==> src/rtl/darkuart_pkg.sv <==
// Shared types and constants for the darkuart receive path.
package darkuart_pkg;

    localparam int UART_DBITS       = 8;
    localparam int UART_SYNC_STAGES = 2;

    typedef enum logic [2:0] {
        IDLE,
        START,
        DATA,
        STOP,
        WAIT_HIGH
    } rx_state_t;

endpackage

==> src/rtl/uart_rx_fifo.sv <==
// First-word-fall-through byte FIFO; head entry is presented whenever not empty.
module uart_rx_fifo
    import darkuart_pkg::*;
#(
    parameter int FIFO_AW = 3,
    parameter int DATA_W  = UART_DBITS
) (
    input  logic              clk,
    input  logic              rst,
    input  logic              push,
    input  logic [DATA_W-1:0] push_data,
    output logic              full,
    input  logic              pop,
    output logic [DATA_W-1:0] pop_data,
    output logic              empty,
    output logic [FIFO_AW:0]  count
);

    localparam int DEPTH = 1 << FIFO_AW;

    logic [DATA_W-1:0]  mem [DEPTH];
    logic [FIFO_AW-1:0] wr_ptr;
    logic [FIFO_AW-1:0] rd_ptr;
    logic [FIFO_AW:0]   occ;
    logic               do_push;
    logic               do_pop;

    assign empty   = (occ == '0);
    assign full    = (occ == (FIFO_AW+1)'(DEPTH));
    assign count   = occ;
    assign do_pop  = pop && !empty;
    // A pop in the same cycle frees the slot a full FIFO needs for the push.
    assign do_push = push && (!full || do_pop);

    always_ff @(posedge clk or posedge rst) begin
        if (rst) begin
            wr_ptr <= '0;
            rd_ptr <= '0;
            occ    <= '0;
        end else begin
            if (do_push) wr_ptr <= wr_ptr + 1'b1;
            if (do_pop)  rd_ptr <= rd_ptr + 1'b1;
            case ({do_push, do_pop})
                2'b10:   occ <= occ + 1'b1;
                2'b01:   occ <= occ - 1'b1;
                default: occ <= occ;
            endcase
        end
    end

    always_ff @(posedge clk) begin
        if (do_push) mem[wr_ptr] <= push_data;
    end

    assign pop_data = empty ? '0 : mem[rd_ptr];

endmodule

==> src/rtl/uart_rx_decoder.sv <==
// 8N1 UART receiver: synchronizer, mid-bit sampling FSM, sticky error flags and
// an output FIFO drained through a valid/ready port.
module uart_rx_decoder
    import darkuart_pkg::*;
#(
    parameter int BAUD_DIV = 868,
    parameter int FIFO_AW  = 3
) (
    input  logic       XCLK,
    input  logic       XRES,
    input  logic       RXD,
    output logic [7:0] RX_DATA,
    output logic       RX_VALID,
    input  logic       RX_READY,
    output logic       RX_BUSY,
    output logic       FERR,
    output logic       OVR,
    input  logic       CLR
);

    localparam int CNT_W = $clog2(BAUD_DIV);
    localparam int IDX_W = $clog2(UART_DBITS);

    localparam logic [CNT_W-1:0] CNT_HALF = CNT_W'(BAUD_DIV / 2 - 1);
    localparam logic [CNT_W-1:0] CNT_FULL = CNT_W'(BAUD_DIV - 1);
    localparam logic [IDX_W-1:0] IDX_LAST = IDX_W'(UART_DBITS - 1);

    logic [UART_SYNC_STAGES-1:0] rxd_sync;
    logic                        rxs;

    rx_state_t             state;
    rx_state_t             state_d;
    logic [CNT_W-1:0]      cnt;
    logic [CNT_W-1:0]      cnt_load_val;
    logic                  cnt_load;
    logic                  strobe;
    logic [IDX_W-1:0]      idx;
    logic                  idx_clr;
    logic                  shift_en;
    logic [UART_DBITS-1:0] shreg;
    logic                  push;
    logic                  ferr_set;
    logic                  ovr_set;

    logic                  fifo_full;
    logic                  fifo_empty;
    logic [FIFO_AW:0]      fifo_count;
    logic                  fifo_pop;

    // Idle-high reset value keeps a reset release from looking like a start edge.
    always_ff @(posedge XCLK or posedge XRES) begin
        if (XRES) rxd_sync <= '1;
        else      rxd_sync <= {rxd_sync[UART_SYNC_STAGES-2:0], RXD};
    end

    assign rxs    = rxd_sync[UART_SYNC_STAGES-1];
    assign strobe = (cnt == '0);

    always_ff @(posedge XCLK or posedge XRES) begin
        if (XRES) state <= IDLE;
        else      state <= state_d;
    end

    always_comb begin
        state_d      = state;
        cnt_load     = 1'b0;
        cnt_load_val = CNT_FULL;
        idx_clr      = 1'b0;
        shift_en     = 1'b0;
        push         = 1'b0;
        ferr_set     = 1'b0;
        case (state)
            IDLE: begin
                if (!rxs) begin
                    state_d      = START;
                    cnt_load     = 1'b1;
                    cnt_load_val = CNT_HALF;
                end
            end
            START: begin
                if (strobe) begin
                    if (rxs) begin
                        state_d = IDLE;
                    end else begin
                        state_d  = DATA;
                        cnt_load = 1'b1;
                        idx_clr  = 1'b1;
                    end
                end
            end
            DATA: begin
                if (strobe) begin
                    shift_en = 1'b1;
                    cnt_load = 1'b1;
                    if (idx == IDX_LAST) state_d = STOP;
                end
            end
            STOP: begin
                // Leaving at mid-stop gives the next start edge half a bit of margin.
                if (strobe) begin
                    if (rxs) begin
                        push    = 1'b1;
                        state_d = IDLE;
                    end else begin
                        ferr_set = 1'b1;
                        state_d  = WAIT_HIGH;
                    end
                end
            end
            WAIT_HIGH: begin
                if (rxs) state_d = IDLE;
            end
            default: state_d = IDLE;
        endcase
    end

    always_ff @(posedge XCLK or posedge XRES) begin
        if (XRES) begin
            cnt <= '0;
            idx <= '0;
        end else begin
            if (cnt_load)        cnt <= cnt_load_val;
            else if (cnt != '0)  cnt <= cnt - 1'b1;
            if (idx_clr)         idx <= '0;
            else if (shift_en)   idx <= idx + 1'b1;
        end
    end

    always_ff @(posedge XCLK) begin
        if (shift_en) shreg <= {rxs, shreg[UART_DBITS-1:1]};
    end

    assign fifo_pop = RX_READY && !fifo_empty;
    assign ovr_set  = push && fifo_full && !fifo_pop;

    // Set has priority over a coincident clear so no event is lost.
    always_ff @(posedge XCLK or posedge XRES) begin
        if (XRES) begin
            FERR <= 1'b0;
            OVR  <= 1'b0;
        end else begin
            FERR <= ferr_set | (FERR & ~CLR);
            OVR  <= ovr_set  | (OVR  & ~CLR);
        end
    end

    uart_rx_fifo #(
        .FIFO_AW (FIFO_AW),
        .DATA_W  (UART_DBITS)
    ) u_fifo (
        .clk       (XCLK),
        .rst       (XRES),
        .push      (push),
        .push_data (shreg),
        .full      (fifo_full),
        .pop       (fifo_pop),
        .pop_data  (RX_DATA),
        .empty     (fifo_empty),
        .count     (fifo_count)
    );

    assign RX_VALID = (fifo_count != '0);
    assign RX_BUSY  = (state != IDLE);

endmodule

==> config.mk <==
export PLATFORM = sky130hd
export DESIGN_NAME = uart_rx_decoder
export DESIGN_NICKNAME = d
export VERILOG_FILES = /design/src/rtl/darkuart_pkg.sv /design/src/rtl/uart_rx_fifo.sv /design/src/rtl/uart_rx_decoder.sv
export SDC_FILE = /design/constraint.sdc
export NUM_CORES = 1
export LEC_CHECK = 0
export BUFFER_PORTS_ARGS = -buffer_cell sky130_fd_sc_hd__buf_2
export CAP_MARGIN = 20
export CELL_PAD_IN_SITES_DETAIL_PLACEMENT = 0
export CELL_PAD_IN_SITES_GLOBAL_PLACEMENT = 2
export CORE_MARGIN = 8
export CORE_UTILIZATION = 49
export DETAILED_ROUTE_END_ITERATION = 16
export GPL_TIMING_DRIVEN = 0
export PLACE_DENSITY = 0.9
export REMOVE_ABC_BUFFERS = 1
export SYNTH_ARGS = -nofsm -noshare
export SYNTH_HDL_FRONTEND = slang
export SYNTH_SLANG_ARGS = --single-unit
==> constraint.sdc <==
create_clock -name XCLK -period 4.3 [get_ports XCLK]
set_input_delay 0.86 -clock XCLK [delete_from_list [all_inputs] [get_ports XCLK]]
set_output_delay 0.86 -clock XCLK [all_outputs]
set_load 0.05 [all_outputs]
==> implementation parameters <==
Parameter                              Value

Worst setup path
  Worst path max stage delay ... 0.75 ns
  Worst Path Required ... 3.44 ns
  Family with the most delay on the worst path ... flip-flops
  Worst reg-to-reg path cell count ... 7
  Startpoint of the worst-slack reg-to-reg timing path ... cnt[0]
  Buffers and inverters on the worst path ... 2
  Worst Path Class, Setup ... reg -> out
  Type of element capturing the critical path ... primary output
  Critical path fanouts, max ... 10
  FF-to-FF End ... u_fifo.mem[0][6]
  Cell-by-cell trace of the critical path ... buf_16 -> mux4_2 -> mux2i_1 -> nor2_1 -> buf_2
  Worst R2R Setup Slack ... 1.51 ns
  CP max stage cell ... dfrtp_1
  Arrival time at the worst endpoint ... 2.33 ns
  Setup crit start kind ... flop

Layout
  Layout Cell Area excl Fill ... 4830 sq um
  Post-route core utilization ... 55.7%
  N_diodes ... 0
  Area overhead of the layout relative to synthesis ... 10.3%
  Number of nets in the final layout ... 304
  Fraction of layout instances using a drive strength above 1 ... 24.1%
  Final standard cell count with taps included and fillers excluded ... 403

STA
  Final Hold Slack ... 0.366 ns
  FMAX ... 314 MHz
  Post-route setup slack ... 1.11 ns
  RSZ-0062 raised after global routing ... no
  Maximum clock skew at final layout ... 0.0174 ns
  Measured slew at the worst slew-check pin ... 0.966 ns
  Tcrit/Tclk final ... 74.1%
  Setup Viol. Count Final ... 0
  Final Slew Violations ... 0
  Final number of hold-violating endpoints ... 0
  Slew headroom ... 35.4%
  Sum Neg Setup Slack ... 0 ns
  Final min period ... 3.19 ns

Place
  Port Buf Inserts ... 16
  Detailed Place HPWL ... 5210 um
  Worst setup timing slack at the placement stage ... 1.45 ns
  DP Cell Count ... 387
  Global placer's final weighted congestion ... 0.719
  Post-detailed-placement cell area ... 4610 sq um

Synth
  Leading cell types by total area after synthesis ... edfxtp_1 49%, dfrtp_1 16%, mux4_2 8.2%, ha_1 2.6%, mux2i_1 2.3%
  Top_reg_cell synth ... edfxtp_1
  Library cell occupying the most area in the post-synthesis netlist ... edfxtp_1
  List of most frequent post-synthesis cells ... 72 x edfxtp_1, 28 x dfrtp_1, 24 x nor2_1
  Share of flip-flops with an asynchronous set or reset after synthesis ... 29.4%
  Most repeated cell in the gate-level netlist after synthesis ... edfxtp_1
  Count of flip-flops with a built-in enable after synthesis ... 72
  Synth Cell Area ... 4380 sq um
  Number of synthesis warnings ... 0
  Total of flip-flops plus latches after synthesis ... 102
  Portion of synthesized cell area occupied by the leading cell type ... 49.3%
  Proportion of synthesized chip area in sequential cells ... 66.5%
  Synth cell types ... 57
  Mean instance size in the synthesized netlist ... 16.3 sq um
  Syn Inst Count ... 269

Power and ir drop
  Net Sw Power ... 923 uW
  Worst vdd ir ... 0.000200 V
  Flop pwr share ... 46.5%
  Switching fraction of total power ... 35.4%
  Static leakage power ... 1.80 nW
  Ratio of total power to cell area ... 540 nW/um^2
  Combinational group share of total power ... 28.4%
  Clock share of power ... 25.1%
  Pwr Total ... 2.61 mW
  Cell-internal power ... 1.68 mW

Route
  Wire per inst ... 19.5 um
  DR iter-0 viols ... 164
  Detailed-route vias per instance ... 5.69
  Number of vias after detailed routing ... 2294
  Detail Route Antenna Nets ... 0
  Total wire length ... 7860 um
  Residual DRC count ... 0
  Total iterations of the first detailed-routing run ... 4

Floorplan
  X dimension of the die ... 111 um
  Number of placement rows ... 34
  Die Ht ... 111 um
  Core area ... 8680 sq um
  Initial Util ... 50.5%
  Die area ... 12200 sq um
  Number of top-level pins ... 17

Outcome
  Outcome ... finished, final reports clean

Clock tree
  CTS tree ... built
  Clk buf depth ... 2
  Total clock buffers created by CTS ... 9
  CTS Sinks ... 102
  Clk_lat worst skew ... 0.37 ns
  Post-cts gate resize count ... 0
  Count of hold-fix buffers inserted at cts ... 0
  Worst-path clk slew ... 0.11 ns
  Clock root buffer ... clkbuf_8
  Post-CTS repair timing setup buffer count ... 0
  Clock H-tree levels ... 3

Global routing
  Global-route congestion overflow total ... 0
  Largest net degree at the start of global routing ... 21
  Number of global-route vias before repair ... 2393
  Initial antenna violation count ... 0
  First-pass GRT wire length ... 13100 um
  Total routing usage reported by global routing ... 13.6%

Worst hold path
  Origin of the worst min-delay path ... rxd_sync[0]
  Class of the most critical hold timing path ... reg -> reg
  Hold Path Depth ... 0
  Endpoint with the worst hold slack ... rxd_sync[1]

Run
  Max Cap Viol ... 0
## area by class of cell
| class | instances | area [sq um] |
|---|---|---|
| sequential | 102 | 2920 |
| tap | 108 | 135 |
| fill | 690 | 3850 |
| clock buffer | 9 | 124 |
| clock inverter | 7 | 93.8 |
| inverter | 7 | 26.3 |
| multi-input combinational | 150 | 1390 |
| timing repair buffer | 20 | 150 |
## power groups by stage
stage                     clock network, mW  registers (mW)  logic [mW]
final                                 0.655            1.21       0.740
after global routing                  0.700            1.23       0.794
after CTS                             0.663            1.22       0.754
after detailed placement                  0            1.24       0.752
after global placement                    0            1.26       0.678
after floorplan                           0            1.21       0.571
## cell usage in the layout (no fill, tap or decap), types with 7 or more instances in the layout
| cell | netlist | layout |
|---|---|---|
| buf_2 | 4 | 16 |
| clkbuf_8 | 0 | 9 |
| dfrtp_1 | 28 | 28 |
| edfxtp_1 | 72 | 72 |
| ha_1 | 9 | 9 |
| inv_1 | 7 | 7 |
| mux2i_1 | 10 | 10 |
| mux4_2 | 16 | 16 |
| nand2_1 | 11 | 11 |
| nor2_1 | 24 | 24 |
| xor2_1 | 7 | 7 |
## worst max path at each step
| stage | start | to | slack [ns] | cells past startpoint |
|---|---|---|---|---|
| after global placement | cnt[0] | u_fifo.mem[0][5] | 1.18 | 6 |
| after CTS | u_fifo.rd_ptr[0] | RX_DATA[3] | 1.04 | 5 |
| after global routing | u_fifo.rd_ptr[0] | RX_DATA[3] | 0.91 | 5 |
| after detailed placement | u_fifo.rd_ptr[0] | RX_DATA[3] | 1.45 | 5 |
| after floorplan | u_fifo.rd_ptr[0] | RX_DATA[0] | 1.47 | 3 |
| final | u_fifo.rd_ptr[0] | RX_DATA[3] | 1.11 | 5 |
## worst register-to-register path: cells and delay by family (launching register included)
kind,cells,cell delay (ns)
adders and majority gates,1,0.21
buffers and inverters,2,0.41
DFF,1,0.42
and+or+nand+nor,4,1.45
## logic make-up after synthesis
| family | Yosys count | synth area share (%) |
|---|---|---|
| DFF | 102 | 66.5 |
| and+or+nand+nor | 76 | 10.7 |
| muxes | 31 | 12.0 |
| AOI/OAI and AO/OA | 22 | 4.06 |
| buffers and inverters | 17 | 1.80 |
| xor gates and xnor gates | 12 | 2.40 |
| adders and majority gates | 9 | 2.57 |
## layer usage
metal / up-vias / share of wire, % / routed length, um / GRT usage (%)
li1: 1072 / - / - / -
met1: 1190 / 45 / 3530 / 17.2
met2: 20 / 51 / 4040 / 22.5
met3: 12 / 2.2 / 172 / 2.49
met4: 0 / 1.5 / 116 / 5.32
met5: - / 0 / 0 / 0
## sequential cells by signal (all words and copies together) (netlist names)
register       count
FERR               1
OVR                1
cnt               10
idx                3
rxd_sync           2
shreg              8
state              3
u_fifo.count       4
u_fifo.mem        64
u_fifo.rd_ptr      3
u_fifo.wr_ptr      3
Power figures use the tool's default switching activity.
